$ cat src/rtl/sw_pkt_rr_sched.sv
// Packet-level round-robin scheduler: grants one ingress FIFO at a time,
// holds the grant until the packet's last word (or the length watchdog)
// terminates it, then rotates priority past the served FIFO.
module sw_pkt_rr_sched #(
  parameter int NUM_SW_INST = 5,
  parameter int MAX_PKT_LEN = 16,
  parameter int ID_W        = $clog2(NUM_SW_INST)
) (
  input  logic                   clk,
  input  logic                   rst,
  input  logic [NUM_SW_INST-1:0] empty,
  input  logic [NUM_SW_INST-1:0] last,
  input  logic                   dst_busy,
  output logic [NUM_SW_INST-1:0] rd_en,
  output logic [ID_W-1:0]        grant_id,
  output logic                   pkt_active,
  output logic                   pkt_done,
  output logic                   err_overlen
);

  // beat_cnt must hold MAX_PKT_LEN after the final forced pop
  localparam int CNT_W = $clog2(MAX_PKT_LEN + 1);

  typedef enum logic {ARB = 1'b0, XFER = 1'b1} state_t;

  state_t            state, state_nxt;
  logic [ID_W-1:0]   rr_ptr;
  logic [ID_W-1:0]   win_id;
  logic              win_vld;
  logic [CNT_W-1:0]  beat_cnt;
  logic              pop;
  logic              term;
  logic              head_last;

  // Rotating-priority search: walk from the highest offset down so the
  // lowest offset from rr_ptr (highest priority) is the final assignment.
  always_comb begin
    int idx;
    idx     = 0;
    win_vld = 1'b0;
    win_id  = '0;
    for (int i = NUM_SW_INST - 1; i >= 0; i--) begin
      idx = int'(rr_ptr) + i;
      if (idx >= NUM_SW_INST) idx = idx - NUM_SW_INST;
      if (!empty[idx]) begin
        win_vld = 1'b1;
        win_id  = ID_W'(idx);
      end
    end
  end

  // Pop only the locked FIFO, only when it has data and downstream is free.
  always_comb begin
    head_last = last[grant_id];
    pop       = (state == XFER) && !empty[grant_id] && !dst_busy;
    term      = pop && (head_last || (beat_cnt == CNT_W'(MAX_PKT_LEN - 1)));
  end

  // One-hot pop strobe decoded from the current grant.
  for (genvar g = 0; g < NUM_SW_INST; g++) begin : g_rd
    assign rd_en[g] = pop && (grant_id == ID_W'(g));
  end

  assign pkt_active = (state == XFER);

  // State register.
  always_ff @(posedge clk or posedge rst) begin
    if (rst) state <= ARB;
    else     state <= state_nxt;
  end

  // Next state: lock on a winner, release on a terminating pop.
  always_comb begin
    state_nxt = state;
    case (state)
      ARB:     if (win_vld) state_nxt = XFER;
      XFER:    if (term)    state_nxt = ARB;
      default: state_nxt = ARB;
    endcase
  end

  // Grant, beat counter, priority pointer and completion pulses.
  always_ff @(posedge clk or posedge rst) begin
    if (rst) begin
      rr_ptr      <= '0;
      grant_id    <= '0;
      beat_cnt    <= '0;
      pkt_done    <= 1'b0;
      err_overlen <= 1'b0;
    end else begin
      pkt_done    <= 1'b0;
      err_overlen <= 1'b0;
      if (state == ARB) begin
        if (win_vld) begin
          grant_id <= win_id;
          beat_cnt <= '0;
        end
      end else if (pop) begin
        beat_cnt <= beat_cnt + CNT_W'(1);
        if (term) begin
          rr_ptr      <= (grant_id == ID_W'(NUM_SW_INST - 1)) ? '0 : grant_id + ID_W'(1);
          pkt_done    <= 1'b1;
          err_overlen <= !head_last;
        end
      end
    end
  end

endmodule

$ cat config.mk
export PLATFORM = sky130hd
export DESIGN_NAME = sw_pkt_rr_sched
export DESIGN_NICKNAME = d
export VERILOG_FILES = /design/src/rtl/sw_pkt_rr_sched.sv
export SDC_FILE = /design/constraint.sdc
export NUM_CORES = 1
export LEC_CHECK = 0
export ABC_AREA = 1
export CELL_PAD_IN_SITES_DETAIL_PLACEMENT = 1
export CELL_PAD_IN_SITES_GLOBAL_PLACEMENT = 1
export CORE_UTILIZATION = 35
export CTS_CLUSTER_DIAMETER = 40
export DETAILED_ROUTE_END_ITERATION = 8
export HOLD_SLACK_MARGIN = 0.02
export MAX_ROUTING_LAYER = met4
export PLACE_DENSITY = 0.86
export SYNTH_ARGS = -nofsm -noshare
export SYNTH_HDL_FRONTEND = slang
export SYNTH_SLANG_ARGS = --single-unit
$ cat constraint.sdc
create_clock -name clk -period 2.5 [get_ports clk]
set_clock_uncertainty 0.2 [all_clocks]
set_input_delay 0.5 -clock clk [delete_from_list [all_inputs] [get_ports clk]]
set_output_delay 0.5 -clock clk [all_outputs]
set_load 0.03 [all_outputs]
### Word level (Yosys, flattened, before mapping)

Index checks and enable logic that the tools add are counted.

* add/sub/neg operators: 11
* mux-type cells: 47
* bitwise gates (word level): 1
* shifts and indexed selects: 0
* equal/unequal tests: 6
* div/mod/pow operators: 0
* magnitude comparators: 11
* reduce and logical (&&, ||, !) cells: 17
* multiply operators: 0

Operators with widths (number)
* $lt A32 B5 Y1 const B: 5
* $mux W32: 5
* $mux W1: 25
* $bmux W1 S3: 7
* $sub A4 B3 Y5 const B: 4
* $mux W3: 6
* $ge A4 B3 Y1 const B: 4
* $mux W5: 3
* $add A3 B2 Y4 const B: 2
* $logic_and A1 B1 Y1: 8
* $eq A3 B2 Y1 const B: 2
* $add A5 B1 Y5 const B: 1
* $eq A5 B4 Y1 const B: 1
* $add A3 B1 Y4 const B: 1
* $add A3 B3 Y4 const B: 1
* $lt A3 B4 Y1 const B: 1
* $reduce_and A2 Y1: 2
* $sub A3 B3 Y4 const B: 1
* $add A3 B1 Y3 const B: 1
* $eq A3 B1 Y1 const B: 1
* $eq A3 B3 Y1 const B: 1
* $ge A3 B3 Y1 const B: 1
* $logic_not A1 Y1: 3
* $logic_not A3 Y1: 1
* other kinds (6): 6

* latch bits: 0
* word-level logic and storage cells: 99
* input bits: 13
* memory bits (read-only): 0
* output and inout bits: 11
* flip-flop bits (word level): 14
* memories kept: 0
* RAM bits: 0

### Depth between registers and ports, before layout

* depth in word-level cells: 13
* gate-level depth with buffers: 20
* mapped depth without buffers: 19

### Worst setup path after synthesis

No wires, ideal clock.

* path kind: flip-flop to flip-flop
* start point: register rr_ptr[1]
* end point: register grant_id[2]
* stages on the path, launching flop included: 19
* data arrival time: 2.369 ns
* library setup time: 0.117 ns
* data required time: 2.183 ns
* path slack: -0.186 ns
* path buffers: 2
* clock period less this slack: 2.686 ns
* path through: dfrtp_1 > inv_1 > ha_1 > buf_2 > inv_1 > nand3b_1 > nand2_1 > nand3_1 > nand2_1 > nand2_1 > nor2_1 > nor2_2 > a21oi_2 > nand3_1 > nand2_2 > buf_6 > inv_1 > nand3_1 > nand2_1

* word-level cells in the longest chain between the ends: 12
* elaborated cells on any way between the ends: 45
* those cells by class: 9 x add/sub; 5 x order compare; 30 x mux; 1 x reduce/logical

RTL lines
* start: declaration: RTL line 27 `logic [ID_W-1:0] rr_ptr;`
* start signal: assignment: RTL line 101 `rr_ptr <= (grant_id == ID_W'(NUM_SW_INST - 1)) ? '0 : grant_id + ID_W'(1);`
* $add A3 B3 Y4: RTL line 43 `idx = int'(rr_ptr) + i;`
* $sub A4 B3 Y5 or $ge A4 B3 Y1 (tied branches): RTL line 44 `if (idx >= NUM_SW_INST) idx = idx - NUM_SW_INST;`
* $mux W32: RTL line 44
* $bmux W1 S3: RTL line 45 `if (!empty[idx]) begin`
* $mux W1 (implied by the code) (2 in a row): RTL line 45
* $mux W1 (5 in a row): RTL line 45
* $reduce_and A2 Y1 (no source line)
* end signal: assignment: RTL line 95 `grant_id <= win_id;`
* end: declaration: RTL line 15 `output logic [ID_W-1:0] grant_id,`

Parallel ways exist; a longest one is shown, timed or not. The select of a mux whose other input is x is not followed.
A chain may end at the register's enable or synchronous reset.

### Worst setup path after layout

* start point: register rr_ptr[1]
* end point: register grant_id[1]

Same word-level chain as after synthesis.

==> results.json <==
{
  "worstSetupEndpoint": "grant_id[1]",
  "clk_pin_slew_ns": 0.06,
  "reg2reg_to": "grant_id[1]",
  "worst_slew_pin_slew_ns": 0.586,
  "synth.most_common_cell": "nand2_1",
  "max_cap_viol_count": 0,
  "clockBufferDepth": 2,
  "drc_errors": 0,
  "drtPass1Iterations": 4,
  "clkLatencyLatePin_ns": 0.26,
  "slew_violations": 0,
  "drive_gt1_share_pct": 43.5,
  "synth.area.top_cells": "nand2_1 (20%), dfrtp_1 (20%), ha_1 (14%)",
  "dp_hpwl_um": 5090,
  "synthSimpleGateAreaFrac_pct": 42.7,
  "route.detailed.wl_per_inst_um": 23.1,
  "synth-seq-cells": 14,
  "fp.dieH_um": 73.1,
  "numClockSinks": 14,
  "drt_iter0_markers": 204,
  "cts_inserted_buffers": 3,
  "yosys-top-cells-count": "nand2_1 (95), nand3_1 (44), inv_1 (34)",
  "worstPathArrival_ns": 2.76,
  "rsz0062_at_grt": "yes",
  "hold_ws_ns": 0.355,
  "place_area_mm2": 0.00241,
  "grt_overflow_total": 0,
  "synth_top_area_cell": "nand2_1",
  "synth.area.mux_share_pct": 0,
  "die-area_mm2": 0.00534,
  "rr_startpoint": "rr_ptr[1]",
  "top_layer": "met4",
  "hold_path_class": "register to register",
  "final_core_util_pct": 64.0,
  "synthAdderAreaFrac_pct": 14.2,
  "yosys_warnings": 0,
  "antenna_found_initial": 0,
  "ys_seq_area_share_pct": 19.8,
  "grt_pass1_vias": 2626,
  "ys.flop_type": "dfrtp_1",
  "stdcell_area_mm2": 0.00306,
  "grt_max_degree": 15,
  "synth_top_family_by_area": "simple AND/OR/NAND/NOR gates",
  "synthCells": 287,
  "core_mm2": 0.00479,
  "cp_max_fo": 7,
  "io_buffer_count": 23,
  "required_ns": 2.43,
  "worstSetupPathType": "register to register",
  "wl_um": 10100,
  "io_pins": 24,
  "synth_edf_count": 0,
  "min_period_ns": 2.83,
  "yosysTopAreaCellShare_pct": 20.2,
  "synth_nets": 320,
  "worst_slack_ns": -0.325,
  "fin_nets": 406,
  "syn_avg_cell_area_um2": 6.16,
  "synth_compound_area_share_pct": 10.8,
  "synth.distinct_cells": 27,
  "vias": 2522,
  "startpoint": "rr_ptr[1]",
  "max_freq_ghz": 0.354,
  "dr_wl_met3_um": 525,
  "hold_violations": 0,
  "globalplace.congestion": 0.863,
  "status": "finished with violations",
  "wl_met2_um": 5170,
  "grt_pass1_wl_um": 13500,
  "ff2ff_setup_slack_ns": -0.33,
  "rows": 25,
  "start_kind": "register",
  "ant_nets": 0,
  "tritoncts": "done",
  "r2r_cells": 18,
  "cp-end-kind": "register",
  "track_usage_pct": 35.5,
  "finalSetupViolCount": 14,
  "start_util_pct": 36.9,
  "die_w_um": 73.1,
  "routedLengthMet1_um": 3770,
  "avgViaCountPerCell": 5.74,
  "htree_levels": 1,
  "synthXorXnorAreaFrac_pct": 2.97,
  "antennaDiodeCount": 0,
  "area_delta_synth_final_pct": 73.2,
  "ys_async_sr_fraction_pct": 100,
  "root_buffer": "clkbuf_8",
  "violations": "negative setup slack",
  "max_slew_margin_pct": 60.9,
  "netlist_area_mm2": 0.00177,
  "timing.final.crit_share_pct": 113
}
[placed cells by master, fill, tap and decap left out, types with 5 or more instances in the layout]
cell / synthesis / routed
nand2_1: 95 / 64
inv_2: 1 / 5
ha_4: 0 / 8
nor2_1: 19 / 16
a21oi_1: 7 / 6
dfrtp_1: 14 / 12
buf_4: 1 / 60
nand3_2: 0 / 9
nand3b_1: 5 / 5
nand3_1: 44 / 32
clkdlybuf4s50_1: 0 / 14
buf_6: 2 / 7
ha_1: 20 / 11
nand2_4: 0 / 9
inv_1: 34 / 27
nand2_2: 5 / 25
o21ai_0: 13 / 8
[routing by layer]
metal | vias to the layer above | GRT usage (%)
met3 | 63 | 2.62
met1 | 1240 | 37.3
met4 | 0 | 18.7
li1 | 1095 | -
met5 | - | -
met2 | 124 | 65.7
[logic make-up (layout without fill, tap and decap cells)]
| family | Yosys count | count (layout) |
|---|---|---|
| adders and majority gates | 20 | 20 |
| buffers and inverters | 40 | 125 |
| and+or+nand+nor | 174 | 174 |
| AOI/OAI and AO/OA | 33 | 33 |
| xor gates and xnor gates | 6 | 6 |
| DFF | 14 | 14 |
[state kept, by name (all words and copies together) (netlist names)]
register	count
beat_cnt	5
err_overlen	1
grant_id	3
pkt_active	1
pkt_done	1
rr_ptr	3
[stage by stage]
stage | worst slack (ns) | TNS, ns | instances
after floorplan | -0.0379 | -0.198 | 287
after global placement | -0.107 | -0.630 | 422
after detailed placement | -0.282 | -2.24 | 422
after CTS | -0.0230 | -0.0412 | 436
after global routing | -0.379 | -3.02 | 439
final | -0.325 | -1.80 | 439
[worst max-delay path, stage by stage (launching register included)]
cell and delay [ns]:
dfrtp_2 0.43, inv_4 0.11, ha_4 0.14, inv_1 0.06
ha_4 0.30, nand2_4 0.08, nand2_8 0.11, nand2_2 0.07
xor2_1 0.24, inv_1 0.09, nand2_2 0.09, nand2_2 0.07
buf_4 0.14, nand2_1 0.09, nand3_1 0.08, nand2_1 0.06
nand2_1 0.09, nand2_1 0.13, nand2_1 0.10
[how the worst min path moves through the flow]
| stage | cells past startpoint | end | start |
|---|---|---|---|
| 3_5_place_dp | 2 | beat_cnt[4] | beat_cnt[4] |
| 2_1_floorplan | 1 | beat_cnt[0] | rst |
| 4_1_cts | 1 | beat_cnt[0] | beat_cnt[0] |
| 3_3_place_gp | 1 | beat_cnt[0] | beat_cnt[0] |
| 5_1_grt | 1 | beat_cnt[0] | beat_cnt[0] |
| 6_report | 1 | beat_cnt[0] | beat_cnt[0] |
[repair_timing]
item                       in CTS  in global routing
pin swaps                      34                 14
gates resized for setup        93                 28
setup endpoints to repair      14                 16
hold buffers                    0                  0
gates cloned                    0                  0
hold endpoints to repair        0                  0
setup buffers                  10                  3
[area by class of cell]
type	instances	area, um2
well taps	67	83.8
inverters	35	139
repair buffers	86	728
multi-input cells	233	1700
fillers	601	1720
clock buffers	4	55.1
flip-flops and latches	14	353
Power is left out: the tool's default activity adds up to more than one toggle a clock period on the data nets, which glitch-free logic cannot reach.
==> variant, RTL diff (same settings) <==
Reset style: synchronous (`rst`), changed in 2 clocked blocks.
--- a/src/rtl/sw_pkt_rr_sched.sv
+++ b/src/rtl/sw_pkt_rr_sched.sv
@@ -66,3 +66,3 @@
   // State register.
-  always_ff @(posedge clk or posedge rst) begin
+  always_ff @(posedge clk) begin
     if (rst) state <= ARB;
@@ -82,3 +82,3 @@
   // Grant, beat counter, priority pointer and completion pulses.
-  always_ff @(posedge clk or posedge rst) begin
+  always_ff @(posedge clk) begin
     if (rst) begin
Behaviour: differs if rst is asserted again (counterexample within 4 cycles, from zero or initial values and one cycle with rst high); with rst held inactive, the same outputs for 10 cycles.
==> variant against the unedited design <==
- the run still ends with setup timing left
- final cell count rose by 1.1%
- global-route usage fell by 4.2 points
- cell area rose by 6.6%
- synthesized area fell by 1.7%
- non-clock buffer count fell by 2
- setup slack improved by 120 ps
- wire length rose by 6.3%
- sequential cell count did not move
==> variant: results (changes against the unedited design) <==
syn nets 327 (was 320); PnR worst setup slack -206 ps (was -325 ps); Post-Syn Instances 294 (was 287); hpwl dp 4870 um (was 5090 um); Filler cells 565 (was 601); register area share after synthesis 16.1% (was 19.8%); WL/cell 24.3 um (was 23.1 um); GRT Util Overall 31.4% (was 35.5%); status finished with violations (unchanged); Synth cell types 26 (was 27); via count 2591 (was 2522); Crit path largest cell delay 330 ps (was 430 ps); Placer Congestion 0.903 (was 0.863); Async SR Flop Fraction 0% (was 100%); total wire length 10800 um (was 10100 um); top cells by area, synth nand2_1 19%, dfxtp_1 16%, ha_1 14%, nand3_1 12%, inv_1 8.2% (was nand2_1 20%, dfrtp_1 20%, ha_1 14%, nand3_1 12%, inv_1 7.2%); final setup violating endpoints 9 (was 14); vias in the first global route 2451 (was 2626); main flop type after synthesis dfxtp_1 (was dfrtp_1); endpoint class of the critical path register (unchanged); failing checks setup timing (unchanged); CTS Buffer Depth 2 (unchanged); Synth top cells by count 90 x nand2_1, 40 x nand3_1, 38 x inv_1, 20 x ha_1, 20 x nor2_1 (was 95 x nand2_1, 44 x nand3_1, 34 x inv_1, 20 x ha_1, 19 x nor2_1); largest net degree at the start of global routing 10 (was 15); first-pass GRT wire length 12200 um (was 13500 um); Nets 411 (was 406); Post-Place Cells 428 (was 422); layout cell share with drive strength beyond 1 51.7% (was 43.5%); Crit-path slowest cell dfxtp_2 (was dfrtp_2); Worst Path Arrival 2690 ps (was 2760 ps); CP Launch Point rr_ptr[2] (was rr_ptr[1]); DRT iter0 DRCs 153 (was 204); Slew headroom 76.2% (was 60.9%); r2r worst-path depth 17 (was 18); First-pass DRT Iterations 4 (unchanged); r2r setup slk -210 ps (was -330 ps); R2R Path End grant_id[1] (unchanged)
[variant: final cells by class]
type / count / area [sq um] / area share, %
inverter: 38 / 163 / 4.98
clock buffer: 4 / 55.1 / 1.69
timing repair buffer: 84 / 723 / 22.2
sequential: 14 / 289 / 8.85
multi-input combinational: 237 / 1950 / 59.8
tap: 67 / 83.8 / 2.57
[variant: kinds of logic after synthesis]
family	after synthesis	share of synthesized area, %
and+or+nand+nor	166	41.3
buffers and inverters	44	10.6
DFF	14	16.1
adders and majority gates	20	14.4
AOI/OAI and AO/OA	44	14.6
xor gates and xnor gates	6	3.02
[variant: how the worst min path moves through the flow]
stage	depth (start not counted)	endpoint	slack, ps	startpoint
2_1_floorplan	1	beat_cnt[0]	250	beat_cnt[0]
5_1_grt	2	beat_cnt[3]	330	beat_cnt[3]
4_1_cts	2	beat_cnt[4]	290	beat_cnt[4]
6_report	2	beat_cnt[3]	320	beat_cnt[3]
3_3_place_gp	2	beat_cnt[4]	290	beat_cnt[4]
3_5_place_dp	2	beat_cnt[4]	290	beat_cnt[4]
[variant: timing repair]
item,4_1_cts,5_1_grt
pin swaps,22,40
hold buffers,0,0
setup endpoints to repair,14,14
hold endpoints to repair,0,0
resized for setup,50,117
cloned,1,0
setup buffers,4,7
[variant: report_power, final]
group	internal, mW	total [mW]	switching [mW]
registers	0.267	0.319	0.0523
clock network	0.140	0.238	0.0976
logic	1.24	3.18	1.95
total	1.64	3.74	2.10
[variant: tightest hold or removal path, cell delays in order (launching register included)]
cell and delay [ps]:
dfxtp_1 340, nand3_2 90, a21oi_2 50
[variant: routing by layer]
metal	track usage, %	wire (um)	up-vias
li1	-	-	1116
met1	34.0	4080	1263
met2	56.8	5390	153
met3	3.47	612	59
met4	14.8	701	0
met5	-	0	-
[variant: per-stage QoR]
step | instance area (sq um) | setup TNS, ps | setup WS, ps
3_5_place_dp | 2410 | -1970 | -281
5_1_grt | 3260 | -1970 | -277
4_1_cts | 2730 | -158 | -41.8
3_3_place_gp | 2410 | -966 | -141
2_1_floorplan | 1770 | 0 | 28.7
6_report | 3260 | -1210 | -206
